File: src/rtl/if_bpred_if.sv
`default_nettype none
// +----------------------------------------------------------------------+
// | Module      : if_bpred_if                                            |
// | Description : Fetch-stage bus: instruction memory, decode-facing     |
// |               fetch registers, branch resolution and statistics.     |
// | Revision    : 1.0  initial release                                   |
// +----------------------------------------------------------------------+
interface if_bpred_if;
  logic        FREEZE;
  logic [31:0] Instr_Address_OUT;
  logic [31:0] Instr_Mem_IN;
  logic [31:0] Instr1_OUT;
  logic [31:0] Instr1_PC_OUT;
  logic [31:0] Instr1_PC_Plus4_OUT;
  logic        isBranch_IN;
  logic        isTaken_IN;
  logic [31:0] Alt_PC_OUT_ID_IN;
  logic        Request_Alt_PC_IN;
  logic [31:0] Alt_PC_IN;
  logic        Mispredict_OUT;
  logic [31:0] Branch_Count_OUT;
  logic [31:0] Mispredict_Count_OUT;

  // Fetch stage side
  modport master (
    input  FREEZE, Instr_Mem_IN, isBranch_IN, isTaken_IN, Alt_PC_OUT_ID_IN,
           Request_Alt_PC_IN, Alt_PC_IN,
    output Instr_Address_OUT, Instr1_OUT, Instr1_PC_OUT, Instr1_PC_Plus4_OUT,
           Mispredict_OUT, Branch_Count_OUT, Mispredict_Count_OUT
  );

  // Memory / decode side
  modport slave (
    output FREEZE, Instr_Mem_IN, isBranch_IN, isTaken_IN, Alt_PC_OUT_ID_IN,
           Request_Alt_PC_IN, Alt_PC_IN,
    input  Instr_Address_OUT, Instr1_OUT, Instr1_PC_OUT, Instr1_PC_Plus4_OUT,
           Mispredict_OUT, Branch_Count_OUT, Mispredict_Count_OUT
  );
endinterface
`default_nettype wire

File: src/rtl/if_bpred.sv
`default_nettype none
// +----------------------------------------------------------------------+
// | Module      : if_bpred                                               |
// | Description : Instruction fetch with direct-mapped BTB and 2-bit     |
// |               saturating predictors; one-bubble squash on mispredict.|
// |               Define BPRED_EN to build the BTB; otherwise every      |
// |               fetch is predicted not-taken.                          |
// | Revision    : 1.0  initial release                                   |
// +----------------------------------------------------------------------+
module if_bpred #(
  parameter logic [31:0] RESET_PC     = 32'hBFC00000,
  parameter int unsigned BTB_IDX_BITS = 4
) (
  input  wire logic    CLK,
  input  wire logic    RESET,
  if_bpred_if.master   bus
);
  localparam int unsigned c_NUM_ENTRIES = 1 << BTB_IDX_BITS;
  localparam int unsigned c_TAG_W       = 32 - BTB_IDX_BITS - 2;

  logic [31:0] r_pc;
  logic [31:0] r_instr;
  logic [31:0] r_instr_pc;
  logic [31:0] r_instr_pc4;
  // prediction for the word in decode (d) and for the one before it (c)
  logic        r_pt_d;
  logic [31:0] r_ptgt_d;
  logic        r_pt_c;
  logic [31:0] r_ptgt_c;
  logic [31:0] r_pc_c;
  logic [31:0] r_branch_cnt;
  logic [31:0] r_mispred_cnt;

  logic        w_run;
  logic        w_pt_f;
  logic [31:0] w_ptgt_f;
  logic        w_mispredict;
  logic [31:0] w_next_pc;

  assign w_run = !bus.FREEZE;

`ifdef BPRED_EN
  logic [c_NUM_ENTRIES-1:0] r_valid;
  logic [c_TAG_W-1:0]       r_tag [c_NUM_ENTRIES];
  logic [31:0]              r_tgt [c_NUM_ENTRIES];
  logic [1:0]               r_ctr [c_NUM_ENTRIES];

  logic [BTB_IDX_BITS-1:0]  w_fidx;
  logic [BTB_IDX_BITS-1:0]  w_didx;
  logic [c_TAG_W-1:0]       w_dtag;
  logic                     w_dhit;
  logic [1:0]               w_dctr;

  assign w_fidx   = r_pc[BTB_IDX_BITS+1:2];
  assign w_didx   = r_instr_pc[BTB_IDX_BITS+1:2];
  assign w_dtag   = r_instr_pc[31:BTB_IDX_BITS+2];
  assign w_pt_f   = r_valid[w_fidx] && (r_tag[w_fidx] == r_pc[31:BTB_IDX_BITS+2])
                    && r_ctr[w_fidx][1];
  assign w_ptgt_f = r_tgt[w_fidx];
  assign w_dhit   = r_valid[w_didx] && (r_tag[w_didx] == w_dtag);
  assign w_dctr   = r_ctr[w_didx];

  // Train the entry of the instruction in decode; lookups this cycle see old contents
  always_ff @(posedge CLK or negedge RESET) begin
    if (!RESET) begin
      r_valid <= '0;
      for (int i = 0; i < c_NUM_ENTRIES; i++) begin
        r_tag[i] <= '0;
        r_tgt[i] <= '0;
        r_ctr[i] <= 2'b01;
      end
    end else if (w_run && bus.isBranch_IN) begin
      if (w_dhit) begin
        if (bus.isTaken_IN) begin
          r_tgt[w_didx] <= bus.Alt_PC_OUT_ID_IN;
          if (w_dctr != 2'b11) r_ctr[w_didx] <= w_dctr + 2'd1;
        end else if (w_dctr != 2'b00) begin
          r_ctr[w_didx] <= w_dctr - 2'd1;
        end
      end else if (bus.isTaken_IN) begin
        r_valid[w_didx] <= 1'b1;
        r_tag[w_didx]   <= w_dtag;
        r_tgt[w_didx]   <= bus.Alt_PC_OUT_ID_IN;
        r_ctr[w_didx]   <= 2'b10;
      end
    end
  end
`else
  logic w_unused_dec;

  assign w_pt_f       = 1'b0;
  assign w_ptgt_f     = '0;
  assign w_unused_dec = ^{bus.isTaken_IN, bus.Alt_PC_OUT_ID_IN};
`endif

  // Check the prediction of the previous decode instruction against its resolution
  assign w_mispredict = RESET && w_run &&
                        ((bus.Request_Alt_PC_IN != r_pt_c) ||
                         (bus.Request_Alt_PC_IN && r_pt_c && (bus.Alt_PC_IN != r_ptgt_c)));

  // Next fetch PC: correction first, then a predicted redirect after its delay slot
  always_comb begin
    w_next_pc = r_pc + 32'd4;
    if (w_mispredict) begin
      w_next_pc = bus.Request_Alt_PC_IN ? bus.Alt_PC_IN : (r_pc_c + 32'd8);
    end else if (r_pt_d) begin
      w_next_pc = r_ptgt_d;
    end
  end

  // PC, fetch registers and prediction stages; a correction squashes the wrong-path word
  always_ff @(posedge CLK or negedge RESET) begin
    if (!RESET) begin
      r_pc        <= RESET_PC;
      r_instr     <= '0;
      r_instr_pc  <= '0;
      r_instr_pc4 <= '0;
      r_pt_d      <= 1'b0;
      r_ptgt_d    <= '0;
      r_pt_c      <= 1'b0;
      r_ptgt_c    <= '0;
      r_pc_c      <= '0;
    end else if (w_run) begin
      r_pc        <= w_next_pc;
      r_instr     <= w_mispredict ? 32'd0 : bus.Instr_Mem_IN;
      r_instr_pc  <= r_pc;
      r_instr_pc4 <= r_pc + 32'd4;
      r_pt_d      <= w_pt_f && !w_mispredict;
      r_ptgt_d    <= w_ptgt_f;
      r_pt_c      <= r_pt_d && !w_mispredict;
      r_ptgt_c    <= r_ptgt_d;
      r_pc_c      <= r_instr_pc;
    end
  end

  // Resolved-branch and correction statistics, wrapping
  always_ff @(posedge CLK or negedge RESET) begin
    if (!RESET) begin
      r_branch_cnt  <= '0;
      r_mispred_cnt <= '0;
    end else begin
      if (w_run && bus.isBranch_IN) r_branch_cnt <= r_branch_cnt + 32'd1;
      if (w_mispredict) r_mispred_cnt <= r_mispred_cnt + 32'd1;
    end
  end

  assign bus.Instr_Address_OUT    = r_pc;
  assign bus.Instr1_OUT           = r_instr;
  assign bus.Instr1_PC_OUT        = r_instr_pc;
  assign bus.Instr1_PC_Plus4_OUT  = r_instr_pc4;
  assign bus.Mispredict_OUT       = w_mispredict;
  assign bus.Branch_Count_OUT     = r_branch_cnt;
  assign bus.Mispredict_Count_OUT = r_mispred_cnt;
endmodule
`default_nettype wire

File: src/flat_wrapper.sv
// flat-port wrapper written by rule: the top's interface ports become plain ports
module if_bpred_flat 
#(
  parameter logic [31:0] RESET_PC     = 32'hBFC00000,
  parameter int unsigned BTB_IDX_BITS = 4
)
  (CLK, RESET, bus_FREEZE, bus_Instr_Mem_IN, bus_isBranch_IN, bus_isTaken_IN, bus_Alt_PC_OUT_ID_IN, bus_Request_Alt_PC_IN, bus_Alt_PC_IN, bus_Instr_Address_OUT, bus_Instr1_OUT, bus_Instr1_PC_OUT, bus_Instr1_PC_Plus4_OUT, bus_Mispredict_OUT, bus_Branch_Count_OUT, bus_Mispredict_Count_OUT);
  if_bpred_if bus_i ();
  input  wire logic CLK;
  input  wire logic RESET;
  input wire logic [$bits(bus_i.FREEZE)-1:0] bus_FREEZE;
  input wire logic [$bits(bus_i.Instr_Mem_IN)-1:0] bus_Instr_Mem_IN;
  input wire logic [$bits(bus_i.isBranch_IN)-1:0] bus_isBranch_IN;
  input wire logic [$bits(bus_i.isTaken_IN)-1:0] bus_isTaken_IN;
  input wire logic [$bits(bus_i.Alt_PC_OUT_ID_IN)-1:0] bus_Alt_PC_OUT_ID_IN;
  input wire logic [$bits(bus_i.Request_Alt_PC_IN)-1:0] bus_Request_Alt_PC_IN;
  input wire logic [$bits(bus_i.Alt_PC_IN)-1:0] bus_Alt_PC_IN;
  output wire logic [$bits(bus_i.Instr_Address_OUT)-1:0] bus_Instr_Address_OUT;
  output wire logic [$bits(bus_i.Instr1_OUT)-1:0] bus_Instr1_OUT;
  output wire logic [$bits(bus_i.Instr1_PC_OUT)-1:0] bus_Instr1_PC_OUT;
  output wire logic [$bits(bus_i.Instr1_PC_Plus4_OUT)-1:0] bus_Instr1_PC_Plus4_OUT;
  output wire logic [$bits(bus_i.Mispredict_OUT)-1:0] bus_Mispredict_OUT;
  output wire logic [$bits(bus_i.Branch_Count_OUT)-1:0] bus_Branch_Count_OUT;
  output wire logic [$bits(bus_i.Mispredict_Count_OUT)-1:0] bus_Mispredict_Count_OUT;
  assign bus_i.FREEZE = bus_FREEZE;
  assign bus_i.Instr_Mem_IN = bus_Instr_Mem_IN;
  assign bus_i.isBranch_IN = bus_isBranch_IN;
  assign bus_i.isTaken_IN = bus_isTaken_IN;
  assign bus_i.Alt_PC_OUT_ID_IN = bus_Alt_PC_OUT_ID_IN;
  assign bus_i.Request_Alt_PC_IN = bus_Request_Alt_PC_IN;
  assign bus_i.Alt_PC_IN = bus_Alt_PC_IN;
  assign bus_Instr_Address_OUT = bus_i.Instr_Address_OUT;
  assign bus_Instr1_OUT = bus_i.Instr1_OUT;
  assign bus_Instr1_PC_OUT = bus_i.Instr1_PC_OUT;
  assign bus_Instr1_PC_Plus4_OUT = bus_i.Instr1_PC_Plus4_OUT;
  assign bus_Mispredict_OUT = bus_i.Mispredict_OUT;
  assign bus_Branch_Count_OUT = bus_i.Branch_Count_OUT;
  assign bus_Mispredict_Count_OUT = bus_i.Mispredict_Count_OUT;
  if_bpred #(.RESET_PC(RESET_PC), .BTB_IDX_BITS(BTB_IDX_BITS)) u_core (.CLK(CLK), .RESET(RESET), .bus(bus_i));
endmodule
File: config.mk
export PLATFORM = sky130hd
export DESIGN_NAME = if_bpred_flat
export DESIGN_NICKNAME = d
export VERILOG_FILES = /design/src/rtl/if_bpred_if.sv /design/src/rtl/if_bpred.sv /design/src/flat_wrapper.sv
export SDC_FILE = /design/constraint.sdc
export NUM_CORES = 1
export LEC_CHECK = 0
export ABC_AREA = 1
export BUFFER_PORTS_ARGS = -buffer_cell sky130_fd_sc_hd__buf_2
export CELL_PAD_IN_SITES_DETAIL_PLACEMENT = 1
export CELL_PAD_IN_SITES_GLOBAL_PLACEMENT = 2
export CORE_ASPECT_RATIO = 0.6
export CORE_UTILIZATION = 31
export CTS_CLUSTER_DIAMETER = 50
export CTS_CLUSTER_SIZE = 25
export DETAILED_ROUTE_END_ITERATION = 10
export PLACE_DENSITY_LB_ADDON = 0.1
export SLEW_MARGIN = 5
export SYNTH_ARGS = -nofsm -noshare
export SYNTH_HDL_FRONTEND = slang
export SYNTH_SLANG_ARGS = --single-unit
File: constraint.sdc
create_clock -name CLK -period 2.4 [get_ports CLK]
set_clock_uncertainty 0.1 [all_clocks]
set_input_delay 0.48 -clock CLK [delete_from_list [all_inputs] [get_ports CLK]]
set_output_delay 0.48 -clock CLK [all_outputs]
set_load 0.1 [all_outputs]
[After elaboration in Yosys (flattened, before gate mapping)]
Index checks and enable logic that the tools add are counted.
Word-level totals
  register bits: 224
  bits of input ports: 102
  output and inout bits: 193
Operators by class
  reduce and logical (&&, ||, !) cells: 4
  $add $sub $neg: 4
  muxes and demuxes: 3
Operators with widths (number)
  32-bit two-way mux: 3
  32-bit by 1-bit adder with 32-bit output, second input constant: 2
  32-bit by 3-bit adder with 32-bit output, second input constant: 1
  32-bit by 4-bit adder with 32-bit output, second input constant: 1
  1-bit logical AND: 3
  1-bit zero test: 1

[Longest topological paths before layout]
Gate-level depths: netlist of run 1.
  depth in word-level cells: 4
  depth in mapped cells: 10
  gate-level depth less buffers: 10

[Least setup slack after synthesis of run 1]
OpenSTA, ideal clock, no wires.
  kind: register -> register
  start: register u_core.r_pc[2] (netlist: u_core.bus.Instr_Address_OUT[2])
  end: register u_core.r_instr_pc4[16] (netlist: u_core.bus.Instr1_PC_Plus4_OUT[16])
  period minus slack after synthesis: 2.364 ns
  data arrival time: 2.144 ns
  cell stages (with the launch flop): 8
  buffers on the path: 0
  setup slack: 0.036 ns
  path through: dfrtp_1 ha_1 nand3_1 nor2_1 nand3_1 xor2_1 nand2_1 nand2_1
Between the ends
  longest elaborated chain between the ends: 1
Ends and longest elaborated chain
  start: declaration: RTL line if_bpred.sv:21  | logic [31:0] r_pc;
  start signal: assignment: RTL line if_bpred.sv:124  | r_pc <= w_next_pc;
  32-bit by 3-bit adder with 32-bit output: RTL line if_bpred.sv:127  | r_instr_pc4 <= r_pc + 32'd4;
  end signal: assignment: RTL line if_bpred.sv:127
  end: declaration: RTL line if_bpred.sv:24  | logic [31:0] r_instr_pc4;
Every way passes these cells.
A chain may end at the register's enable or synchronous reset.

[Final worst setup path of run 1]
  start: register u_core.r_branch_cnt[24] (netlist: u_core.bus.Branch_Count_OUT[24])
  end: output bus_Branch_Count_OUT[24]
RTL lines
  start: declaration: RTL line if_bpred.sv:31  | logic [31:0] r_branch_cnt;
  start signal: assignment: RTL line if_bpred.sv:142  | if (w_run && bus.isBranch_IN) r_branch_cnt <= r_branch_cnt + 32'd1;
  end: declaration: RTL line flat_wrapper.sv:23  | output wire logic [$bits(bus_i.Branch_Count_OUT)-1:0] bus_Branch_Count_OUT;
No word-level cell between the ends.

==> results of run 1 <==
==> through the flow <==
| stage | worst slack (ps) | cells | total power (uW) |
|---|---|---|---|
| floorplan | 36.3 | 1290 | 8150 |
| global placement | 335 | 1941 | 9270 |
| detailed placement | 297 | 1941 | 9300 |
| CTS | 241 | 1973 | 12300 |
| global route | 158 | 1973 | 12700 |
| finish | 263 | 1973 | 12200 |
==> layout make-up <==
type	count	area, um^2
clock inverter	14	165
clock buffer	18	429
sequential	194	4870
multi-input combinational	943	4290
fill	3848	18300
inverter	113	424
tap	408	510
timing repair buffer	283	1520
==> registers in the layout, summed over array words and instances (netlist names) <==
name,cells
u_core.r_pc_c,4
u_core.bus.Instr_Address_OUT,32
u_core.bus.Branch_Count_OUT,32
u_core.bus.Instr1_OUT,32
u_core.bus.Mispredict_Count_OUT,32
u_core.bus.Instr1_PC_OUT,30
u_core.bus.Instr1_PC_Plus4_OUT,32
==> power breakdown <==
part | total, uW | switching [uW] | leakage (uW) | internal, uW
registers | 4180 | 442 | 0.00248 | 3730
logic | 5030 | 4330 | 0.00341 | 706
clock network | 2970 | 1480 | 0.000288 | 1490
==> cell usage after synthesis, drive strengths merged <==
cell type,count
o221ai,3
o21ai,71
nand2,554
nand3b,4
o21bai,3
xor2,36
nor2,163
buf,24
xnor2,11
a22oi,1
nor3,5
o211ai,2
nand4,4
dfrtp,185
nand3,50
a22o,32
dfstp,9
inv,113
ha,4
clkbuf,16
==> worst max-delay path by stage <==
| stage | startpoint | to | slack (ps) | cells after the start |
|---|---|---|---|---|
| floorplan | u_core.bus.Instr_Address_OUT[2] | u_core.bus.Instr1_PC_Plus4_OUT[16] | 40 | 7 |
| global placement | bus_FREEZE | u_core.bus.Instr1_OUT[28] | 330 | 6 |
| detailed placement | bus_FREEZE | u_core.bus.Instr1_OUT[5] | 300 | 6 |
| CTS | u_core.bus.Instr_Address_OUT[4] | bus_Instr_Address_OUT[4] | 240 | 2 |
| global route | u_core.bus.Mispredict_Count_OUT[0] | u_core.bus.Mispredict_Count_OUT[24] | 160 | 10 |
| finish | u_core.bus.Branch_Count_OUT[24] | bus_Branch_Count_OUT[24] | 260 | 1 |
==> routing by layer <==
metal / vias to the layer above / GRT usage, % / wire (um)
met3: 16 / 6.33 / 2590
met2: 251 / 30.2 / 14100
met4: 2 / 3.66 / 173
li1: 4514 / - / -
met1: 4475 / 38.9 / 20400
met5: - / 0 / 13
==> cell usage in the layout, fill, tap and decap left out, types with 3 or more instances in the layout <==
cell,instances
sky130_fd_sc_hd__buf_12,3
sky130_fd_sc_hd__nor2_4,3
sky130_fd_sc_hd__xor2_1,36
sky130_fd_sc_hd__nand2_1,550
sky130_fd_sc_hd__o221ai_1,3
sky130_fd_sc_hd__inv_8,3
sky130_fd_sc_hd__buf_4,21
sky130_fd_sc_hd__xnor2_1,11
sky130_fd_sc_hd__nor2_1,154
sky130_fd_sc_hd__inv_1,110
sky130_fd_sc_hd__clkbuf_16,17
sky130_fd_sc_hd__inv_6,5
sky130_fd_sc_hd__buf_2,258
sky130_fd_sc_hd__nand4_1,4
sky130_fd_sc_hd__nor2_2,6
sky130_fd_sc_hd__nand3_1,48
sky130_fd_sc_hd__dfstp_2,9
sky130_fd_sc_hd__nand3b_1,4
sky130_fd_sc_hd__ha_1,4
sky130_fd_sc_hd__o21bai_1,3
sky130_fd_sc_hd__a22o_1,32
sky130_fd_sc_hd__o21ai_0,71
sky130_fd_sc_hd__inv_2,3
sky130_fd_sc_hd__dfrtp_1,185
==> kinds of logic after synthesis <==
group	count (synthesis)	share of synthesized area, %
xor gates and xnor gates	47	4.22
DFF	194	49.9
adders and majority gates	4	0.513
AOI/OAI and AO/OA	112	7.24
buffers and inverters	153	6.22
and+or+nand+nor	780	31.9
==> results.rst, run 1 <==
.. list-table::
   :header-rows: 1

   * - Metric
     - Value
   * - Status
     - complete, no violations
   * - Share of the core filled with cells
     - 40.1%
   * - Via density per instance
     - 4.69
   * - Total GRT Usage
     - 23.7%
   * - Yosys cell types
     - 31
   * - CP max stage cell
     - sky130_fd_sc_hd__dfrtp_1
   * - Source of the worst register-to-register timing path
     - u_core.bus.Instr_Address_OUT[3]
   * - Post-synthesis cell type with the largest combined area
     - sky130_fd_sc_hd__dfrtp_1
   * - Antenna violations before repair
     - 1
   * - Total clock sinks
     - 194
   * - Worst r2r path cells
     - 6
   * - Standard-cell row count
     - 49
   * - FF-to-FF End
     - u_core.bus.Instr1_PC_Plus4_OUT[10]
   * - Critical path data required time
     - 1820 ps
   * - Slew Viols, Final
     - 0
   * - Core Region
     - 30500 um^2
   * - Clock tree from TritonCTS
     - yes
   * - Synth Cell Area
     - 9760 um^2
   * - Worst endpoint data arrival time
     - 1560 ps
   * - Buffers from clock root to sink, at most
     - 2
   * - Insertion delay of the later-clocked pin in the worst-skew pair
     - 460 ps
   * - Final hold violation count
     - 0
   * - Number of iterations in the first detailed-routing pass
     - 5
   * - Diodes inserted
     - 0
   * - Delay of the slowest cell on the worst path
     - 590 ps
   * - Number of buffers inserted by post-CTS setup repair
     - 0
   * - Routed length per placed instance
     - 18.9 um
   * - Floorplan die height
     - 139 um
   * - Nets in the synthesized netlist
     - 1396
   * - Clock period minus worst slack
     - 2140 ps
   * - Setup tns final
     - 0 ps
   * - Fmax
     - 0.468 GHz
   * - Post-route worst hold slack
     - 120 ps
   * - Max IR drop VDD
     - 0.000508 V
   * - # H-tree levels
     - 4
   * - Quantity of hold-fixing buffers added after cts
     - 0
   * - Sequential cell area fraction in the yosys report
     - 49.9%
   * - Top-area cell type share of the netlist area
     - 47.4%
   * - Remaining routing DRC violations
     - 0
   * - Number of buffers and inverters on the critical path
     - 1
   * - Global route overflow
     - 0
   * - Wire length reported by the detailed router
     - 37400 um
   * - Resize count post-CTS
     - 0
   * - Post-Synthesis Mean Instance Area
     - 7.57 um^2
   * - Number of buffers inserted during clock tree synthesis
     - 17
   * - Crit-path max FO
     - 5
   * - Port Buf Inserts
     - 261
   * - Number of warnings issued by yosys
     - 0
   * - Vias in the first global route
     - 9138
   * - Tightest Hold Check Type
     - input port to asynchronous set/reset pin
   * - Top-level I/O count
     - 295
   * - Fraction of layout cells with a size suffix above 1
     - 22.0%
   * - Post-Place Cell Area
     - 11600 um^2
   * - Count of antenna-violating nets left after detailed routing
     - 0
   * - RSZ-0062 raised after global routing
     - false
   * - Detailed placer's ending HPWL
     - 29500 um
   * - First-pass GRT wire length
     - 57300 um
   * - Relative slew slack
     - 47.0%
   * - Final cell area excluding filler cells
     - 12200 um^2
   * - Power density over the cells
     - 998 nW/um^2
   * - Number of nets in the layout
     - 1658
   * - Synthesized flop and latch total
     - 194
   * - Period utilisation layout
     - 89.0%
   * - Worst setup SP type
     - register
   * - Worst setup slack for register-to-register paths
     - 360 ps
   * - Setup Crit Path Kind
     - register to output pin
   * - Gate count after technology mapping
     - 1290
   * - Starting Density
     - 32.0%
   * - Count of max-cap constraint violations
     - 0
   * - Sort of element at the end of the critical path
     - output pin
   * - Static leakage power
     - 0.00618 uW
   * - Vias after detailed routing
     - 9258
   * - Transition time at the pin with the least slew margin
     - 795 ps
   * - CP delay by family, top
     - flip-flops
   * - Die area
     - 32200 um^2
   * - Clk Tree Root Cell
     - sky130_fd_sc_hd__clkbuf_16
   * - Clock-pin transition on the worst setup and hold timing paths
     - 80 ps
   * - Final estimated routing congestion in global placement
     - 0.896
   * - Endpoints failing setup
     - 0
   * - Cell types with the largest area share after synthesis
     - sky130_fd_sc_hd__dfrtp_1, sky130_fd_sc_hd__nand2_1, sky130_fd_sc_hd__nor2_1, sky130_fd_sc_hd__inv_1, sky130_fd_sc_hd__o21ai_0
   * - Synthesis-to-finish area growth
     - 25.1%
   * - Violation count after the first detailed-route iteration
     - 670
   * - Largest net degree at the start of global routing
     - 139
   * - Chip width
     - 231 um
   * - Cell breakdown of the critical path
     - buf_2
Note: power is estimated with default switching activity, not from simulation.
==> run 2, diff against run 1 <==
ABC_AREA = unset   (was 1)
CORE_UTILIZATION = 32   (was 31)
==> results.rst, run 2 <==
.. list-table::
   :header-rows: 1

   * - Metric
     - Value
   * - Top-level I/O count
     - 295 (unchanged)
   * - Sort of element at the end of the critical path
     - register
   * - Post-Place Cell Area
     - 10500 um^2 (-9.3%)
   * - Count of placed standard cells including taps
     - 1432 (-26%)
   * - Number of nets in the layout
     - 1196 (-28%)
   * - Count of antenna-violating nets left after detailed routing
     - 0 (unchanged)
   * - Worst setup SP type
     - register
   * - Critical path data required time
     - 2670 ps (+850 ps)
   * - Clock tree from TritonCTS
     - yes
   * - Number of buffers inserted during clock tree synthesis
     - 17 (unchanged)
   * - Largest net degree at the start of global routing
     - 129 (-7.2%)
   * - Max IR drop VDD
     - 0.000785 V (+55%)
   * - Standard-cell row count
     - 46 (-6.1%)
   * - Primary flip-flop cell chosen by synthesis mapping
     - sky130_fd_sc_hd__dfrtp_1
   * - Fraction of layout cells with a size suffix above 1
     - 37.9% (+16 points)
   * - Port Buf Inserts
     - 261 (unchanged)
   * - Detailed placer's ending HPWL
     - 19000 um (-36%)
   * - Cell types with the largest area share after synthesis
     - sky130_fd_sc_hd__dfrtp_1, sky130_fd_sc_hd__nand2_1, sky130_fd_sc_hd__xnor2_1, sky130_fd_sc_hd__mux2_2, sky130_fd_sc_hd__o21ai_0
   * - Transition time at the pin with the least slew margin
     - 802 ps (+6.34 ps)
   * - Diodes inserted
     - 0 (unchanged)
   * - Fmax
     - 0.450 GHz (-3.8%)
   * - Number of iterations in the first detailed-routing pass
     - 5 (unchanged)
   * - Starting Density
     - 32.7% (+0.65 points)
   * - # H-tree levels
     - 4 (unchanged)
   * - Buffers from clock root to sink, at most
     - 2 (unchanged)
   * - Total GRT Usage
     - 19.5% (-4.2 points)
   * - Routed length per placed instance
     - 18.2 um (-3.7%)
   * - Synthesized flop and latch total
     - 190 (-2.1%)
   * - Quantity of hold-fixing buffers added after cts
     - 0 (unchanged)
   * - Wire length reported by the detailed router
     - 26700 um (-29%)
   * - Vias in the first global route
     - 6846 (-25%)
   * - Count of max-cap constraint violations
     - 0 (unchanged)
   * - Worst endpoint data arrival time
     - 2490 ps (+930 ps)
   * - Worst r2r path cells
     - 6 (unchanged)
   * - Power density over the cells
     - 1130 nW/um^2 (+14%)
   * - Synthesis-to-finish area growth
     - 29.0%
   * - Resize count post-CTS
     - 0 (unchanged)
   * - Slew Viols, Final
     - 0 (unchanged)
   * - Post-synthesis cell type with the largest combined area
     - sky130_fd_sc_hd__dfrtp_1
   * - Status
     - complete, no violations
   * - Endpoints failing setup
     - 0 (unchanged)
   * - Remaining routing DRC violations
     - 0 (unchanged)
   * - Top post-synthesis cells by count
     - sky130_fd_sc_hd__dfrtp_1, sky130_fd_sc_hd__nand2_1, sky130_fd_sc_hd__o21ai_0, sky130_fd_sc_hd__xnor2_1, sky130_fd_sc_hd__clkbuf_1
   * - Most common cell after layout, fill and taps aside
     - sky130_fd_sc_hd__buf_2
   * - Final standard cell count with taps included and fillers excluded
     - 1464 (-26%)
   * - Crit-path max FO
     - 9 (+4)
   * - Via density per instance
     - 4.77 (+1.6%)
   * - Violation count after the first detailed-route iteration
     - 300 (-55%)
   * - Final estimated routing congestion in global placement
     - 0.775 (-14%)
   * - RSZ-0062 raised after global routing
     - false
   * - Final cell area excluding filler cells
     - 11200 um^2 (-8.6%)
   * - EDFF count, synth
     - 0 (unchanged)
   * - Most used cells in the layout excluding fill and tap cells
     - sky130_fd_sc_hd__buf_2, sky130_fd_sc_hd__nand2_1, sky130_fd_sc_hd__dfrtp_1, sky130_fd_sc_hd__o21ai_0, sky130_fd_sc_hd__xnor2_1
   * - Proportion of synthesized flip-flops having asynchronous set or reset
     - 100% (unchanged)
   * - Post-Synthesis Mean Instance Area
     - 10.3 um^2 (+36%)
   * - Most frequent cell after synthesis
     - sky130_fd_sc_hd__dfrtp_1
   * - Clock period minus worst slack
     - 2220 ps (+83.4 ps)
   * - Static leakage power
     - 0.00520 uW (-16%)
   * - Vias after detailed routing
     - 6981 (-25%)
   * - Synth Cell Area
     - 8650 um^2 (-11%)
   * - Yosys cell types
     - 46 (+48%)
   * - Relative slew slack
     - 46.6% (-0.42 points)
   * - Clk Tree Root Cell
     - sky130_fd_sc_hd__clkbuf_16
   * - Antenna violations before repair
     - 1 (unchanged)
   * - Setup Crit Path Kind
     - register to register
   * - Sequential cell area fraction in the yosys report
     - 55.1% (+5.2 points)
   * - Number of buffers inserted by post-CTS setup repair
     - 0 (unchanged)
   * - Period utilisation layout
     - 92.5% (+3.5 points)
   * - Floorplan die height
     - 129 um (-7.2%)
   * - First-pass GRT wire length
     - 41500 um (-28%)
   * - Global route overflow
     - 0 (unchanged)
   * - Total clock sinks
     - 190 (-2.1%)
   * - Core Region
     - 26500 um^2 (-13%)
   * - Insertion delay of the later-clocked pin in the worst-skew pair
     - 460 ps (about the same)
   * - Final hold violation count
     - 0 (unchanged)
   * - Setup tns final
     - 0 ps (unchanged)
   * - Chip width
     - 214 um (-7.3%)
   * - Nets in the synthesized netlist
     - 947 (-32%)
   * - Clock-pin transition on the worst setup and hold timing paths
     - 70 ps (about the same)
   * - Top-area cell type share of the netlist area
     - 52.3% (+4.9 points)
   * - Gate count after technology mapping
     - 842 (-35%)
   * - Tightest Hold Check Type
     - input port to asynchronous set/reset pin
   * - Die area
     - 27700 um^2 (-14%)
   * - Number of warnings issued by yosys
     - 0 (unchanged)
-- run 2: critical path, cell delays in order, from the launching register on --
cell	delay (ps)
sky130_fd_sc_hd__dfrtp_4	470
sky130_fd_sc_hd__ha_1	210
sky130_fd_sc_hd__and4_1	270
sky130_fd_sc_hd__nand3_2	300
sky130_fd_sc_hd__or3_4	460
sky130_fd_sc_hd__a21oi_1	160
sky130_fd_sc_hd__a2bb2oi_1	170
-- run 2: routing by layer --
| metal | vias up | wire, um | GRT usage (%) |
|---|---|---|---|
| li1 | 3392 | - | - |
| met3 | 18 | 1220 | 5.54 |
| met5 | - | 11 | 0 |
| met2 | 120 | 11400 | 27.6 |
| met1 | 3449 | 13800 | 29.0 |
| met4 | 2 | 278 | 5.08 |
-- run 2: final timing paths --
check,endpoint,from,slack [ps]
worst max-delay path,u_core.bus.Instr_Address_OUT[20],u_core.bus.Instr_Address_OUT[2],180
worst min-delay path,u_core.bus.Mispredict_Count_OUT[2],RESET,30
worst max register to register,u_core.bus.Instr_Address_OUT[20],u_core.bus.Instr_Address_OUT[2],180
worst min register to register,u_core.bus.Mispredict_Count_OUT[31],u_core.bus.Mispredict_Count_OUT[31],370
max in group asynchronous,u_core.bus.Instr_Address_OUT[2],RESET,1430
min in group CLK,u_core.bus.Instr_Address_OUT[0],bus_Alt_PC_IN[0],160
-- run 2: layout make-up --
type | instances | area (um^2)
clock buffers | 28 | 527
clock inverters | 4 | 98.8
fillers | 3025 | 15300
inverters | 9 | 33.8
multi-input cells | 585 | 3650
flip-flops and latches | 190 | 4840
well taps | 360 | 450
repair buffers | 288 | 1560
-- run 2: per-stage QoR --
stage	total power (uW)	setup slack [ps]	hold WS (ps)	util [%]
after floorplan	8600	2.87	84.4	-
after CTS	12800	152	30.6	42.1
after detailed placement	9680	165	361	39.8
final	12700	180	30.2	42.1
after global placement	9640	211	354	39.8
after global routing	13200	45.8	39.3	42.1
-- run 2: report_power, final --
group          switching, uW  internal (uW)  total, uW
registers                473           3740       4210
clock network           1250           1810       3070
logic                   4500            871       5370
-- run 2: logic make-up after synthesis --
logic type	Yosys count	synth area share, %
AND/OR/NAND/NOR	310	17.5
flip-flops	190	55.1
AO/OA/AOI/OAI	148	10.2
XOR/XNOR	90	9.11
buffers and inverters	67	3.22
multiplexers	34	4.40
adder cells (fa/ha/maj)	3	0.434
